===== src/rtl/serial_add_pkg.sv =====
// Shared types and constants for the bit-serial add arbiter.
// Default width, FSM state encoding and a counter-width helper.
package serial_add_pkg;

  localparam int DEF_WIDTH = 8;

  typedef enum logic [1:0] {
    IDLE,
    SHIFT,
    DONE
  } state_e;

  function automatic int clog2(input int v);
    int r;
    r = 0;
    for (int i = 0; i < 32; i++) begin
      if ((1 << r) < v) r = r + 1;
    end
    return r;
  endfunction

endpackage


===== src/rtl/full_adder_1bit.sv =====
// Single full-adder slice used by the serial add datapath.
// Pure combinational sum and majority carry.
module full_adder_1bit (
  input  logic a_i,
  input  logic b_i,
  input  logic c_i,
  output logic s_o,
  output logic co_o
);

  assign s_o  = a_i ^ b_i ^ c_i;
  assign co_o = (a_i & b_i) | (a_i & c_i) | (b_i & c_i);

endmodule


===== src/rtl/serial_add_arb.sv =====
// Round-robin two-requester front end for a bit-serial adder.
// Define SERIAL_ADD_OVF_EN to add the signed overflow output rsp_ovf.
module serial_add_arb
  import serial_add_pkg::*;
#(
  parameter int WIDTH = DEF_WIDTH
) (
  input  logic             clk,
  input  logic             rst,
  input  logic             req0_valid,
  output logic             req0_ready,
  input  logic [WIDTH-1:0] req0_a,
  input  logic [WIDTH-1:0] req0_b,
  input  logic             req1_valid,
  output logic             req1_ready,
  input  logic [WIDTH-1:0] req1_a,
  input  logic [WIDTH-1:0] req1_b,
  output logic             rsp_valid,
  input  logic             rsp_ready,
  output logic [WIDTH-1:0] rsp_sum,
  output logic             rsp_cout,
  output logic             rsp_id,
  output logic             busy
`ifdef SERIAL_ADD_OVF_EN
  ,
  output logic             rsp_ovf
`endif
);

  localparam int CW = clog2(WIDTH);

  state_e           state_q, state_d;
  logic             rr_q, rr_d;
  logic [WIDTH-1:0] a_q, a_d;
  logic [WIDTH-1:0] b_q, b_d;
  logic [WIDTH-1:0] sum_q, sum_d;
  logic             cy_q, cy_d;
  logic [CW-1:0]    cnt_q, cnt_d;
  logic             id_q, id_d;
  logic             ovf_q, ovf_d;
  logic             g0, g1;
  logic             fa_s, fa_co;

  full_adder_1bit u_fa (
    .a_i  (a_q[0]),
    .b_i  (b_q[0]),
    .c_i  (cy_q),
    .s_o  (fa_s),
    .co_o (fa_co)
  );

  // rr_q names the winner only when both requesters are valid
  assign g1 = req1_valid & (~req0_valid | rr_q);
  assign g0 = req0_valid & ~g1;

  assign req0_ready = (state_q == IDLE) & ~rst & g0;
  assign req1_ready = (state_q == IDLE) & ~rst & g1;

  always_comb begin
    state_d = state_q;
    rr_d    = rr_q;
    a_d     = a_q;
    b_d     = b_q;
    sum_d   = sum_q;
    cy_d    = cy_q;
    cnt_d   = cnt_q;
    id_d    = id_q;
    ovf_d   = ovf_q;
    unique case (state_q)
      IDLE: begin
        if (g0 | g1) begin
          a_d     = g1 ? req1_a : req0_a;
          b_d     = g1 ? req1_b : req0_b;
          cy_d    = 1'b0;
          cnt_d   = '0;
          id_d    = g1;
          state_d = SHIFT;
        end
      end
      SHIFT: begin
        cy_d  = fa_co;
        a_d   = a_q >> 1;
        b_d   = b_q >> 1;
        sum_d = {fa_s, sum_q[WIDTH-1:1]};
        cnt_d = cnt_q + 1'b1;
        if (cnt_q == CW'(WIDTH - 1)) begin
          ovf_d   = cy_q ^ fa_co;
          state_d = DONE;
        end
      end
      DONE: begin
        if (rsp_ready) begin
          rr_d    = ~id_q;
          state_d = IDLE;
        end
      end
      default: state_d = IDLE;
    endcase
  end

  always_ff @(posedge clk) begin
    if (rst) begin
      state_q <= IDLE;
      rr_q    <= 1'b0;
      a_q     <= '0;
      b_q     <= '0;
      sum_q   <= '0;
      cy_q    <= 1'b0;
      cnt_q   <= '0;
      id_q    <= 1'b0;
      ovf_q   <= 1'b0;
    end else begin
      state_q <= state_d;
      rr_q    <= rr_d;
      a_q     <= a_d;
      b_q     <= b_d;
      sum_q   <= sum_d;
      cy_q    <= cy_d;
      cnt_q   <= cnt_d;
      id_q    <= id_d;
      ovf_q   <= ovf_d;
    end
  end

  assign rsp_valid = (state_q == DONE);
  assign busy      = (state_q != IDLE);
  assign rsp_sum   = sum_q;
  assign rsp_cout  = cy_q;
  assign rsp_id    = id_q;

`ifdef SERIAL_ADD_OVF_EN
  assign rsp_ovf = ovf_q;
`else
  logic unused_ovf;
  assign unused_ovf = ovf_q;
`endif

endmodule


===== config.mk =====
export PLATFORM = sky130hd
export DESIGN_NAME = serial_add_arb
export DESIGN_NICKNAME = d
export VERILOG_FILES = /design/src/rtl/serial_add_pkg.sv /design/src/rtl/full_adder_1bit.sv /design/src/rtl/serial_add_arb.sv
export SDC_FILE = /design/constraint.sdc
export NUM_CORES = 1
export LEC_CHECK = 0
export BUFFER_PORTS_ARGS = -buffer_cell sky130_fd_sc_hd__buf_2
export CAP_MARGIN = 5
export CORE_MARGIN = 2
export CORE_UTILIZATION = 45
export DETAILED_ROUTE_END_ITERATION = 10
export GPL_ROUTABILITY_DRIVEN = 0
export PLACE_DENSITY_LB_ADDON = 0.1
export SYNTH_ARGS = -nofsm -noshare
export SYNTH_HDL_FRONTEND = slang
export SYNTH_SLANG_ARGS = --single-unit

===== constraint.sdc =====
create_clock -name clk -period 1.58 [get_ports clk]
set_input_delay 0.158 -clock clk [delete_from_list [all_inputs] [get_ports clk]]
set_output_delay 0.158 -clock clk [all_outputs]
set_load 0.005 [all_outputs]

==> out/qor.yml, run 1 <==
run:
  max_cap_violations: 0
logic_synthesis:
  synth_compound_area_share_pct: 27.15
  synth_area_leaders: "dfxtp_1 (40%), a32o_1 (8.0%), o211ai_1 (6.0%), nand2b_1 (5.8%), nor2_1 (5.8%)"
  avgSynthCellArea_um2: 8.426
  synth_edf_count: 0
  synthSimpleGateAreaFrac_pct: 20.42
  synthAdderAreaFrac_pct: 2.784
  synthTopCellsByCount: "dfxtp_1 (32), nor2_1 (25), nand2_1 (17)"
  synth_seq_cells: 32
  synthFlopType: "dfxtp_1"
  synth_mux_area_share_pct: 1.237
  syn-num-nets: 232
  synthDominantCellAreaShare_pct: 39.60
  netlist_instances: 192
  ys_warn_count: 0
  synth_top_family_by_area: "compound AO/OA/AOI/OAI gates"
  synth_xor_xnor_area_share_pct: 0
  syn_area_um2: 1618
  synth_area_leader_cell: "dfxtp_1"
  synthArstFlopShare_pct: 0
  yosysSeqAreaShare_pct: 39.60
  yosysMostFrequentCell: "dfxtp_1"
  synth_cell_types: 32
worst_setup_path:
  cp_cell_sequence: "buf_8, nor3_4, and3_1, buf_2"
  critPathMaxStageDelay_ns: 0.35
  reg2reg_depth: 4
  path_class: "reg2out"
  cp.arrival_ns: 1.30
  crit_family: "flip-flops"
  crit_path_end_kind: "output pin"
  path_buf_inv: 2
  worst-path-stages: 4
  cp_max_fo: 19
  crit_required_ns: 1.42
  start_kind: "register"
  slowest_stage: "dfxtp_2"
die:
  core_area_um2: 3390
  ios: 51
  die_h_um: 63.96
  dieArea_um2: 4091
  die_width_um: 63.96
  start_util_pct: 47.73
  rows: 21
global_route:
  grt_first_pass_wirelength_mm: 6.693
  grt_pass1_vias: 1537
  antenna_found_initial: 0
  gr-usage-met3_pct: 7.746
  use_met1_pct: 25.41
  grt_usage_pct: 21.00
  grt-busiest-layer: "met2"
  grt_overflow: 0
  use_met2_pct: 33.72
  grt_max_degree: 21
route:
  ant_nets: 0
  drtIter0Drc: 87
  via_count: 1524
  detail_route.first_pass.iterations: 4
  drc: 0
  via_per_inst: 5.329
  wl_per_cell_um: 13.31
  wl_mm: 3.806
sta:
  fmax_mhz: 686.0
  finalSetupTns_ns: 0
  slew_violations: 0
  rsz0062_at_grt: "false"
  fin_skew_ns: 0.01041
  holdWs_ns: 0.03659
  min_period_ns: 1.458
  finalSetupViolCount: 0
  fin_crit_sh_pct: 92.27
  slew_headroom_pct: 68.79
  hold_viol_final: 0
  tightest_slew_ns: 0.4564
clock_network:
  postCtsHoldBufs: 0
  cts_setup_buffers: 0
  clkTransAtPathRegs_ns: 0.10
  clock_sinks: 32
  cts_buffers: 5
  htree_levels: 2
  cts_tree: "built"
  cts_max_path_buffers: 2
  cts-root-buf: "clkbuf_4"
  clock_latency_ns: 0.34
pwr:
  vdd_drop_max_mv: 0.6996
  p_per_area_nw_per_um2: 930.5
  power_mw: 1.866
  p_leak_nw: 0.8514
layout:
  final_core_util_pct: 59.17
  final_nets: 279
  diodes: 0
  syn_to_final_growth_pct: 23.97
  drive_gt1_share_pct: 31.25
placement:
  hpwl_mm: 2.695
  io_buffer_count: 50
hold_path:
  whs_path_depth: 2
  hold_path.class: "in2reg"
status:
  outcome: "completed"
## registers in the layout, indices dropped and copies added, names as in the netlist
register  flops
rr_q          1
rsp_cout      1
a_q           8
state_q       2
rsp_id        1
b_q           8
cnt_q         3
rsp_sum       8
## metal layers
layer	part of all wire (%)	up-vias
met5	0	-
met4	0.89	0
met3	6.6	4
met2	48	47
met1	45	701
li1	-	772
## worst paths after layout
check / start / end / slack (ns)
worst max-delay path: state_q[0]$_SDFFE_PP0P_ / req0_ready / 0.12
worst min-delay path: rsp_ready / rr_q$_SDFFE_PP0P_ / 0.04
worst max register to register: state_q[0]$_SDFFE_PP0P_ / b_q[6]$_SDFFE_PP0P_ / 0.18
worst min register to register: b_q[5]$_SDFFE_PP0P_ / b_q[5]$_SDFFE_PP0P_ / 0.47
## worst reg2reg max path: stages, from the launching register on
cell and delay [ns]:
dfxtp_2 0.35, nor3_2 0.23, or2_1 0.16, nor2b_4 0.40, a32o_1 0.19
## final cells by class
class	instances	area, um2
fillers	327	1384
multi-input cells	135	863.3
flip-flops and latches	32	641.9
repair buffers	59	325.3
clock buffers	7	65.06
well taps	46	57.56
clock inverters	1	30.03
inverters	6	22.52
## power by group
group | switching (mW) | internal (mW) | leakage, nW
sequential | 0.0246 | 0.852 | 0.262
clock | 0.277 | 0.420 | 0.0515
combinational | 0.154 | 0.139 | 0.538
## placed cells by master (no fill, tap or decap), types with 3 or more instances in the layout
cell      instances
nand2b_1         14
a32o_1           13
dfxtp_1          31
buf_2            50
a21oi_1          12
o21ai_1           4
o21ai_0          10
a22oi_1           3
clkbuf_4          5
nor2_1           24
inv_1             6
o211ai_1         13
buf_4             8
nand2_1          16
## logic make-up after synthesis
family                     Yosys count
buffers and inverters               25
DFF                                 32
adders and majority gates            3
AOI/OAI and AO/OA                   62
muxes                                2
and+or+nand+nor                     68
## per-stage QoR
step                      area, um2  setup slack [ns]  std cells
final                          2006            0.1222        286
after floorplan                1618            0.1472        192
after global placement         1873            0.1987        278
after global routing           2006           0.01189        286
after detailed placement       1873            0.1795        278
after CTS                      1971          0.002128        286
## timing repair
item | 4_1_cts | 5_1_grt
cloned | 0 | 0
setup endpoints to repair | 1 | 2
resized for setup | 1 | 9
Note: power is estimated with default switching activity, not from simulation.
==> run 2: changes to the inputs <==
--- a/config.mk
+++ b/config.mk
@@ -9,9 +9,10 @@
 export CAP_MARGIN = 5
 export CORE_MARGIN = 2
 export CORE_UTILIZATION = 45
+export CTS_CLUSTER_DIAMETER = 50
 export DETAILED_ROUTE_END_ITERATION = 10
-export GPL_ROUTABILITY_DRIVEN = 0
 export PLACE_DENSITY_LB_ADDON = 0.1
 export SYNTH_ARGS = -nofsm -noshare
 export SYNTH_HDL_FRONTEND = slang
+export SYNTH_HIERARCHICAL = 1
 export SYNTH_SLANG_ARGS = --single-unit
==> run 2 against run 1 <==
  * Non-clock buffer count down 4
  * Largest power group unchanged
  * Critical path depth unchanged
  * Critical endpoint unchanged
  * Critical path type unchanged
  * Wire length up 0.92%
==> out/qor.yml, run 2 <==
logic_synthesis:
  avgSynthCellArea_um2: 8.758  # +3.9%
  synth_mux_area_share_pct: 1.863  # +0.63 points
  synthSimpleGateAreaFrac_pct: 21.43  # +1.0 points
  synthArstFlopShare_pct: 0  # unchanged
  synth_area_leader_cell: "dfxtp_1"
  yosysSeqAreaShare_pct: 39.75  # +0.15 points
  ys_warn_count: 6  # +6
  synthDominantCellAreaShare_pct: 39.75  # +0.15 points
  synth_area_leaders: "dfxtp_1 (40%), a32o_1 (7.5%), o211ai_1 (5.6%), nor2_1 (4.9%), nand2_1 (4.7%)"
  synth_cell_types: 35  # +9.4%
  synth_xor_xnor_area_share_pct: 0  # unchanged
  synthTopCellsByCount: "dfxtp_1 (32), nor2_1 (21), nand2_1 (20)"
  synthFlopType: "dfxtp_1"
  syn_area_um2: 1612  # -0.39%
  yosysMostFrequentCell: "dfxtp_1"
  synth_top_family_by_area: "compound AO/OA/AOI/OAI gates"
  synth_edf_count: 0  # unchanged
  synth_compound_area_share_pct: 26.79  # -0.36 points
  syn-num-nets: 224  # -3.4%
  synth_seq_cells: 32  # unchanged
  netlist_instances: 184  # -4.2%
  synthAdderAreaFrac_pct: 2.795  # +0.011 points
sta:
  rsz0062_at_grt: "true"
  slew_headroom_pct: 65.04  # -3.7 points
  fin_skew_ns: 0.006968  # -0.003440 ns
  holdWs_ns: 0.08725  # +0.05066 ns
  slew_violations: 0  # unchanged
  setup_ws_ns: 0.08070  # -0.04148 ns
  finalSetupViolCount: 0  # unchanged
  fmax_mhz: 667.0  # -2.8%
  fin_crit_sh_pct: 94.89  # +2.6 points
  tightest_slew_ns: 0.5111  # +0.05473 ns
  min_period_ns: 1.499  # +0.04148 ns
  hold_viol_final: 0  # unchanged
status:
  outcome: "completed"
clock_network:
  htree_levels: 2  # unchanged
  clock_sinks: 32  # unchanged
  clkTransAtPathRegs_ns: 0.10  # about the same
  cts_tree: "built"
  cts_max_path_buffers: 2  # unchanged
  cts_buffers: 5  # unchanged
  postCtsHoldBufs: 0  # unchanged
  cts-root-buf: "clkbuf_4"
  clock_latency_ns: 0.34  # about the same
route:
  via_per_inst: 5.401  # +1.4%
  detail_route.first_pass.iterations: 4  # unchanged
  ant_nets: 0  # unchanged
  drc: 0  # unchanged
  wl_mm: 3.841  # +0.92%
  via_count: 1496  # -1.8%
  wl_per_cell_um: 13.87  # +4.2%
  drtIter0Drc: 113  # +30%
die:
  core_area_um2: 3390  # unchanged
  die_h_um: 63.85  # -0.18%
  start_util_pct: 47.55  # -0.18 points
  ios: 51  # unchanged
  die_width_um: 63.85  # -0.18%
  rows: 21  # unchanged
  dieArea_um2: 4076  # -0.36%
hold_path:
  whs_path_depth: 3  # +1
  min-delay-start: "req1_b[0]"
  hold_end: "b_q[0]$_SDFFE_PP0P_"
  hold_path.class: "in2reg"
worst_setup_path:
  cp_max_fo: 11  # -8
  cp_cell_sequence: "buf_4, nor3_2, and3_1, buf_2"
  path_class: "reg2out"
  crit_family: "simple AND/OR/NAND/NOR gates"
  path_buf_inv: 2  # unchanged
  r2r_setup_slack_ns: 0.12  # -0.06 ns
  slowest_stage: "dfxtp_2"
  start_kind: "register"
  crit_required_ns: 1.42  # about the same
  crit_path_end_kind: "output pin"
  reg2reg_depth: 4  # unchanged
  cp.arrival_ns: 1.34  # +0.04 ns
  r2r_end: "a_q[0]$_SDFFE_PP0P_"
  critPathMaxStageDelay_ns: 0.36  # about the same
  r2r-start: "state_q[1]$_SDFFE_PP0P_"
pwr:
  switchingPower_mw: 0.4431  # -2.6%
  intPower_mw: 1.204  # -15%
  p_per_area_nw_per_um2: 850.8  # -8.6%
  p_clk_share_pct: 29.7  # -7.6 points
  pwr-share-comb_pct: 17.0  # +1.3 points
  pwr-share-seq_pct: 53.3  # +6.3 points
  switching_share_pct: 26.91  # +2.5 points
  p_leak_nw: 0.8320  # -2.3%
  vdd_drop_max_mv: 0.5093  # -27%
placement:
  hpwl_mm: 2.672  # -0.87%
  place_inst: 268  # -3.6%
  placed_area_um2: 1842  # -1.7%
  post-place-ws_ns: 0.1083  # -0.07125 ns
  io_buffer_count: 50  # unchanged
  place_congestion: 0.7434
layout:
  fin_cells: 277  # -3.1%
  drive_gt1_share_pct: 31.60  # +0.35 points
  layout_commonest_cell: "buf_2"
  layout_common_cells: "buf_2 (50), dfxtp_1 (30), nor2_1 (20)"
  regArea_um2: 643.1  # +0.19%
  diodes: 0  # unchanged
  final_nets: 270  # -3.2%
  stdcell_area_um2: 1936  # -3.5%
  syn_to_final_growth_pct: 20.11
  multiInputGateArea_um2: 877.1  # +1.6%
  final_core_util_pct: 57.11  # -2.1 points
  n_fill_cell: 327  # unchanged
global_route:
  grt_usage_pct: 19.56  # -1.4 points
  grt_overflow: 0  # unchanged
  grt_pass1_vias: 1415  # -7.9%
  grt_max_degree: 40  # +90%
  grt_first_pass_wirelength_mm: 6.272  # -6.3%
  antenna_found_initial: 0  # unchanged
run:
  max_cap_violations: 0  # unchanged
run 2: changes by cell type after synthesis, sizes merged, moves of 3 or more:
cell and delta:
nand2b -11, or2b +10, nor2 -4, a22oi +3, buf -3, inv -3, nand2 +3
run 2: tightest hold or removal path, cell delays in order:
cell     delay, ns
buf_2         0.07
mux2i_1       0.06
o22ai_1       0.09
run 2: through the flow:
stage           TNS, ns  power [mW]
2_1_floorplan         0       1.082
3_5_place_dp          0       1.169
3_3_place_gp          0       1.158
5_1_grt        -0.01594       1.718
4_1_cts               0       1.653
6_report              0       1.647
run 2: area by class of cell:
| cell class | instances | area share [%] |
|---|---|---|
| sequential | 32 | 33.23 |
| tap | 46 | 2.973 |
| timing repair buffer | 55 | 14.87 |
| multi-input combinational | 133 | 45.31 |
| clock buffer | 8 | 3.038 |
| inverter | 3 | 0.5818 |
run 2: power by group through the flow:
stage	clock network, mW	logic [mW]	registers (mW)
floorplan	0	0.194	0.888
global placement	0	0.264	0.894
detailed placement	0	0.273	0.896
CTS	0.497	0.277	0.878
global route	0.521	0.312	0.885
finish	0.488	0.280	0.878
run 2: worst max path at each step:
stage | from | end | slack (ns) | cells past startpoint
floorplan | state_q[0]$_SDFFE_PP0P_ | a_q[0]$_SDFFE_PP0P_ | 0.22 | 6
global placement | rr_q$_SDFFE_PP0P_ | b_q[5]$_SDFFE_PP0P_ | 0.18 | 4
detailed placement | state_q[1]$_SDFFE_PP0P_ | a_q[0]$_SDFFE_PP0P_ | 0.11 | 4
CTS | state_q[0]$_SDFFE_PP0P_ | req1_ready | 0.01 | 5
global route | state_q[0]$_SDFFE_PP0P_ | req1_ready | -0.02 | 5
finish | state_q[0]$_SDFFE_PP0P_ | req0_ready | 0.08 | 4
run 2: kinds of logic (layout without fill, tap and decap cells):
kind of cell | Yosys count | after routing
and+or+nand+nor | 66 | 66
AOI/OAI and AO/OA | 61 | 61
DFF | 32 | 32
buffers and inverters | 19 | 66
adders and majority gates | 3 | 3
muxes | 3 | 3
run 2: what timing repair did:
item | 4_1_cts | 5_1_grt
endpoints found under the setup margin | 2 | 5
resized for setup | 4 | 4
setup buffers | 0 | 1
run 2: metal layers:
metal | vias to the layer above | part of all wire, % | track usage [%] | wire length (um)
met3 | 8 | 4.8 | 4.930 | 183
met4 | 0 | 2.0 | 8.152 | 78
met5 | - | 0 | 0 | 0
li1 | 751 | - | - | -
met2 | 44 | 48 | 32.68 | 1850
met1 | 693 | 45 | 23.79 | 1729
